`src/rtl/fir_filter_mc_if.sv`:
```
// Stream bundle for fir_filter_mc: channel-tagged samples in, results out.
// The master side is the surrounding system; the slave side is the filter.
interface fir_filter_mc_if #(
  parameter int CW  = 1,
  parameter int W_X = 8,
  parameter int W_Y = 19
);
  logic                  s_valid;
  logic                  s_ready;
  logic [CW-1:0]         s_ch;
  logic signed [W_X-1:0] s_data;
  logic                  m_valid;
  logic                  m_ready;
  logic [CW-1:0]         m_ch;
  logic signed [W_Y-1:0] m_data;

  modport master (
    output s_valid, s_ch, s_data, m_ready,
    input  s_ready, m_valid, m_ch, m_data
  );

  modport slave (
    input  s_valid, s_ch, s_data, m_ready,
    output s_ready, m_valid, m_ch, m_data
  );
endinterface

```
`src/rtl/fir_filter_mc.sv`:
```
// Time-multiplexed C-channel FIR sharing one MAC and one coefficient set.
// Define FIR_COEF_LOAD_EN for a runtime coefficient write port.
module fir_filter_mc #(
  parameter int N   = 5,
  parameter int C   = 2,
  parameter int W_X = 8,
  parameter int W_K = 8,
  parameter logic signed [W_K-1:0] K [N+1] =
    '{8'sd1, 8'sd2, 8'sd3, 8'sd4, 8'sd5, 8'sd6},
  localparam int CW  = (C > 1) ? $clog2(C) : 1,
  localparam int TW  = (N > 0) ? $clog2(N + 1) : 1,
  localparam int W_Y = W_X + W_K + $clog2(N + 1)
) (
  input  logic                  clk,
  input  logic                  rst,
`ifdef FIR_COEF_LOAD_EN
  input  logic                  k_we,
  input  logic [TW-1:0]         k_addr,
  input  logic signed [W_K-1:0] k_data,
`endif
  fir_filter_mc_if.slave        bus
);

  typedef enum logic [1:0] {IDLE, MAC, OUT} state_t;

  state_t                state;
  logic signed [W_X-1:0] z [C][N+1];
  logic signed [W_K-1:0] k [N+1];
  logic signed [W_Y-1:0] acc;
  logic [TW-1:0]         tap;
  logic [CW-1:0]         ch;
  logic                  mv;
  logic [CW-1:0]         mc;
  logic signed [W_Y-1:0] md;

  logic signed [W_X+W_K-1:0] prod;
  logic signed [W_Y-1:0]     sum;
  logic                      take;
  logic                      hit;
  logic                      last;

  assign prod = z[ch][tap] * k[tap];
  assign sum  = acc + W_Y'(prod);
  assign take = bus.s_valid && bus.s_ready;
  assign hit  = int'(bus.s_ch) < C;
  assign last = int'(tap) == N;

  assign bus.s_ready = (state == IDLE) && !rst;
  assign bus.m_valid = mv;
  assign bus.m_ch    = mc;
  assign bus.m_data  = md;

`ifdef FIR_COEF_LOAD_EN
  always_ff @(posedge clk or posedge rst) begin
    if (rst) begin
      for (int n = 0; n <= N; n++) k[n] <= K[n];
    end else if (k_we && state == IDLE && int'(k_addr) <= N) begin
      k[k_addr] <= k_data;
    end
  end
`else
  assign k = K;
`endif

  always_ff @(posedge clk or posedge rst) begin
    if (rst) begin
      state <= IDLE;
      acc   <= '0;
      tap   <= '0;
      ch    <= '0;
      mv    <= 1'b0;
      mc    <= '0;
      md    <= '0;
      for (int c = 0; c < C; c++)
        for (int n = 0; n <= N; n++)
          z[c][n] <= '0;
    end else begin
      unique case (state)
        IDLE: begin
          // out-of-range channels are consumed without touching history
          if (take && hit) begin
            for (int c = 0; c < C; c++) begin
              if (c == int'(bus.s_ch)) begin
                z[c][0] <= bus.s_data;
                for (int n = 1; n <= N; n++)
                  z[c][n] <= z[c][n-1];
              end
            end
            acc   <= '0;
            tap   <= '0;
            ch    <= bus.s_ch;
            state <= MAC;
          end
        end
        MAC: begin
          acc <= sum;
          tap <= tap + 1'b1;
          if (last) begin
            mv    <= 1'b1;
            md    <= sum;
            mc    <= ch;
            state <= OUT;
          end
        end
        OUT: begin
          if (bus.m_ready) begin
            mv    <= 1'b0;
            state <= IDLE;
          end
        end
        default: state <= IDLE;
      endcase
    end
  end

endmodule

```
`src/flat_wrapper.sv`:
```
// flat-port wrapper written by rule: the top's interface ports become plain ports
module fir_filter_mc_flat 
#(
  parameter int N   = 5,
  parameter int C   = 2,
  parameter int W_X = 8,
  parameter int W_K = 8,
  parameter logic signed [W_K-1:0] K [N+1] =
    '{8'sd1, 8'sd2, 8'sd3, 8'sd4, 8'sd5, 8'sd6},
  localparam int CW  = (C > 1) ? $clog2(C) : 1,
  localparam int TW  = (N > 0) ? $clog2(N + 1) : 1,
  localparam int W_Y = W_X + W_K + $clog2(N + 1)
)
  (clk, rst, bus_s_valid, bus_s_ch, bus_s_data, bus_m_ready, bus_s_ready, bus_m_valid, bus_m_ch, bus_m_data);
  fir_filter_mc_if #(.CW(((C > 1) ? $clog2(C) : 1)), .W_X(W_X), .W_Y((W_X + W_K + $clog2(N + 1)))) bus_i ();
  input  logic clk;
  input  logic rst;
  input wire logic [$bits(bus_i.s_valid)-1:0] bus_s_valid;
  input wire logic [$bits(bus_i.s_ch)-1:0] bus_s_ch;
  input wire logic [$bits(bus_i.s_data)-1:0] bus_s_data;
  input wire logic [$bits(bus_i.m_ready)-1:0] bus_m_ready;
  output wire logic [$bits(bus_i.s_ready)-1:0] bus_s_ready;
  output wire logic [$bits(bus_i.m_valid)-1:0] bus_m_valid;
  output wire logic [$bits(bus_i.m_ch)-1:0] bus_m_ch;
  output wire logic [$bits(bus_i.m_data)-1:0] bus_m_data;
  assign bus_i.s_valid = bus_s_valid;
  assign bus_i.s_ch = bus_s_ch;
  assign bus_i.s_data = bus_s_data;
  assign bus_i.m_ready = bus_m_ready;
  assign bus_s_ready = bus_i.s_ready;
  assign bus_m_valid = bus_i.m_valid;
  assign bus_m_ch = bus_i.m_ch;
  assign bus_m_data = bus_i.m_data;
  fir_filter_mc #(.N(N), .C(C), .W_X(W_X), .W_K(W_K), .K(K)) u_core (.clk(clk), .rst(rst), .bus(bus_i));
endmodule
```
`config.mk`:
```
export PLATFORM = sky130hd
export DESIGN_NAME = fir_filter_mc_flat
export DESIGN_NICKNAME = d
export VERILOG_FILES = /design/src/rtl/fir_filter_mc_if.sv /design/src/rtl/fir_filter_mc.sv /design/src/flat_wrapper.sv
export SDC_FILE = /design/constraint.sdc
export NUM_CORES = 1
export LEC_CHECK = 0
export CAP_MARGIN = 10
export CORE_UTILIZATION = 55
export DETAILED_ROUTE_END_ITERATION = 8
export PLACE_DENSITY = 0.73
export SYNTH_ARGS = -nofsm -noshare
export SYNTH_HDL_FRONTEND = slang
export SYNTH_SLANG_ARGS = --single-unit
```
`constraint.sdc`:
```
create_clock -name clk -period 5.9 [get_ports clk]
set_input_delay 0.59 -clock clk [delete_from_list [all_inputs] [get_ports clk]]
set_output_delay 0.59 -clock clk [all_outputs]
set_load 0.01 [all_outputs]
```
==> key figures <==
Status
  • Status: completed

Route
  • Via-per-instance ratio: 5.543
  • DR vias: 5,149
  • Remaining DRCs: 0
  • Drt total wl: approximately 16 mm
  • 1st-iter DRT viols: 207
  • TritonRoute pass-1 iters: 4
  • WL/cell: 16.83 um
  • Final antenna-violating net count: 0

Global route
  • GRT met3 Usage: 0.05198
  • Vias in the first global route: 5,663
  • Met1 global-route usage: 0.2749
  • Global route overflow: 0
  • GRT Overall Usage: 0.2201
  • Global-route wire length before repair: roughly 27 mm
  • Initial antenna violation count: 0
  • Largest net degree at the start of global routing: 86
  • GR Util met2: 0.3698
  • GR peak layer: met2

Critical path
  • WP data arrival: 5890 ps
  • Critical path's largest stage delay: 590 ps
  • Worst R2R Start: u_core.ch
  • Crit path launch: u_core.ch
  • CP required: between 6000 and 7000 ps
  • Setup crit end kind: register
  • Most used cell, CP: ha_1
  • Type of origin of the critical path: register
  • CP max-delay cell: fa_1
  • CP cell instances: buf_6 > mux4_2 > nand2_1 > a21oi_1 > a21oi_1 > nor2_1 > fa_1 > ha_1 > ha_1 > inv_1 > fa_1 > inv_1 > ha_1 > a21o_1 > a221o_1 > o21ba_1 > o211ai_1 > o31ai_1 > xnor2_1 > mux2_2
  • Worst-path fanout max: 22
  • Type of the worst setup path: reg -> reg

Final layout
  • Diode count: 0
  • Layout Area Growth over Synthesis: 14.06%
  • Share of layout cells above drive strength 1: 0.2430
  • Layout Nets: 832
  • Design area: 9428 sq um

Timing
  • Fmax: 178.9 MHz
  • Final Skew: between 9 and 10 ps
  • Crit share post-route: 0.9474
  • Setup Total Neg Slack: 0 ps
  • Unrepaired setup endpoints after global routing: no
  • Endpoints failing setup: 0
  • Crit path time final: 5589 ps
  • Worst-margin pin slew: 1074 ps
  • Relative slew slack: 0.2822
  • Fin. Hold Viols: 0
  • Fin. max-slew vios: 0

Logic synthesis
  • Sequential share of the synthesized area: 0.4299
  • FFs w/ async S/R, synth: 1.000
  • Cells after synthesis: 695
  • Synth warn: 0
  • Mapped Area: 8265 sq um
  • Avg Synthesized Cell Area: 11.89 sq um
  • Synth Flop Type: dfrtp_1
  • Post-synth EDFFs: 0
  • Post-synthesis net count: approximately 800
  • Netlist cell types: between 40 and 50
  • FF+latch count, synth: between 100 and 150

CTS
  • Post-CTS Setup Bufs: 0
  • Worst-Skew Late Latency: 430 ps
  • CTS tree: yes
  • CTS buffer count: 17
  • # H-tree levels: 4
  • Deepest clock path buffer count: 2
  • Reg clk slew, reported paths: 60 ps
  • Clock root cell: clkbuf_16
  • CTS Sinks: 142

Floorplanning
  • Die W: approximately 120 um
  • Die Ht: 124.6 um
  • # rows: 44
  • Die area: ~16,000 sq um
  • Num ports: 35
  • Initial Utilization: 0.5666
  • Core box area: 14,590 sq um

Placed design
  • I/O Buffers: 34
  • DP HPWL: 11.17 mm
  • Gp weighted congestion: 0.8317
  • Placed Area: just under 9000 sq um

Hold path
  • Type of the worst min-delay path: reg -> reg
  • Critical hold path startpoint: u_core.bus.m_data[15]

Run
  • Max-cap violations: 0
[routing by layer]
layer	part of all wire	up-vias
met5	0	-
met4	0.024	0
met3	0.032	31
met2	0.50	75
met1	0.44	2632
li1	-	2411
[registers in the layout, indices dropped and copies added, names as in the netlist]
| register | count |
|---|---|
| u_core.state | 2 |
| u_core.z | 96 |
| u_core.acc | 19 |
| u_core.bus.m_ch | 1 |
| u_core.tap | 3 |
| u_core.bus.m_data | 19 |
| u_core.ch | 1 |
| u_core.bus.m_valid | 1 |
[layout by cell type (no fill, tap or decap), types with 12 or more instances in the layout]
master / instances
dfrtp_1: 142
inv_1: 113
mux2_2: 105
ha_1: 54
nand2_1: 41
clkdlybuf4s50_1: 34
fa_1: 33
nor2_1: 28
mux4_2: 24
a21oi_1: 21
o21ai_0: 18
clkbuf_16: 17
xnor2_1: 12
[layout make-up]
cell class,instances,area (sq um)
clock buffer,21,460.4
tap,184,230.2
sequential,142,3553
inverter,116,440.4
multi-input combinational,409,4164
timing repair buffer,46,446.7
fill,1113,5161
clock inverter,11,132.6
[cells in the mapped netlist (4+ instances only)]
| cell | instances | share of area |
|---|---|---|
| clkbuf_1 | 12 | 0.0054 |
| nand2b_1 | 4 | 0.0030 |
| xnor2_1 | 12 | 0.013 |
| a21oi_1 | 21 | 0.013 |
| xor2_1 | 5 | 0.0053 |
| buf_1 | 7 | 0.0032 |
| a22o_1 | 10 | 0.011 |
| o21ai_1 | 8 | 0.0048 |
| nand2_1 | 41 | 0.019 |
| nor2_1 | 29 | 0.013 |
| ha_1 | 54 | 0.082 |
| fa_1 | 33 | 0.080 |
| buf_2 | 7 | 0.0042 |
| dfrtp_1 | 142 | 0.43 |
| mux2_2 | 105 | 0.14 |
| o21ai_0 | 18 | 0.011 |
| and3_1 | 4 | 0.0030 |
| inv_1 | 116 | 0.053 |
| mux4_2 | 24 | 0.065 |
| a21o_1 | 4 | 0.0036 |
[path summary, 6_finish.rpt]
path                                    endpoint  slack (ps)  depth (start not counted)
setup / recovery           u_core.bus.m_data[18]         310                         20
hold / removal             u_core.bus.m_data[15]         480                          2
setup reg to reg           u_core.bus.m_data[18]         310                         20
hold reg to reg            u_core.bus.m_data[15]         480                          2
max in group asynchronous           u_core.z[74]        3950                          3
min in group asynchronous        u_core.state[0]         730                          2
[per-stage QoR]
step	setup WS [ps]	utilization	hold slack [ps]	std cells
2_1_floorplan	485.9	-	448.5	695
3_3_place_gp	354.4	0.6053	463.1	897
3_5_place_dp	238.8	0.6053	470.1	897
4_1_cts	219.2	0.6460	484.4	929
5_1_grt	12.24	0.6462	511.8	929
6_report	310.5	0.6462	480.7	929
[kinds of logic (layout without fill, tap and decap cells)]
family / after synthesis / count (layout) / share of synthesized area
buf+inv: 144 / 194 / 0.06782
flops: 142 / 142 / 0.4299
mux: 131 / 131 / 0.2112
simple gates: 93 / 93 / 0.04859
fa+ha+maj: 87 / 87 / 0.1617
compound gates: 80 / 80 / 0.06085
xor+xnor: 18 / 18 / 0.01998
[timing repair]
action | CTS | global route
setup endpoints to repair | 0 | 3
resized for setup | 0 | 3
hold buffers | 0 | 0
[worst max-delay path, delay by kind of cell, from the launching register on]
kind / cells / cell delay [ps]
multiplexers: 2 / 800
XOR/XNOR: 1 / 150
flip-flops: 1 / 470
AND/OR/NAND/NOR: 2 / 190
AO/OA/AOI/OAI: 7 / 1440
buffers and inverters: 3 / 410
adder cells (fa/ha/maj): 5 / 1980
Power is not shown: default switching activity piles up to over one toggle a cycle in this logic, so the estimate is an artifact.
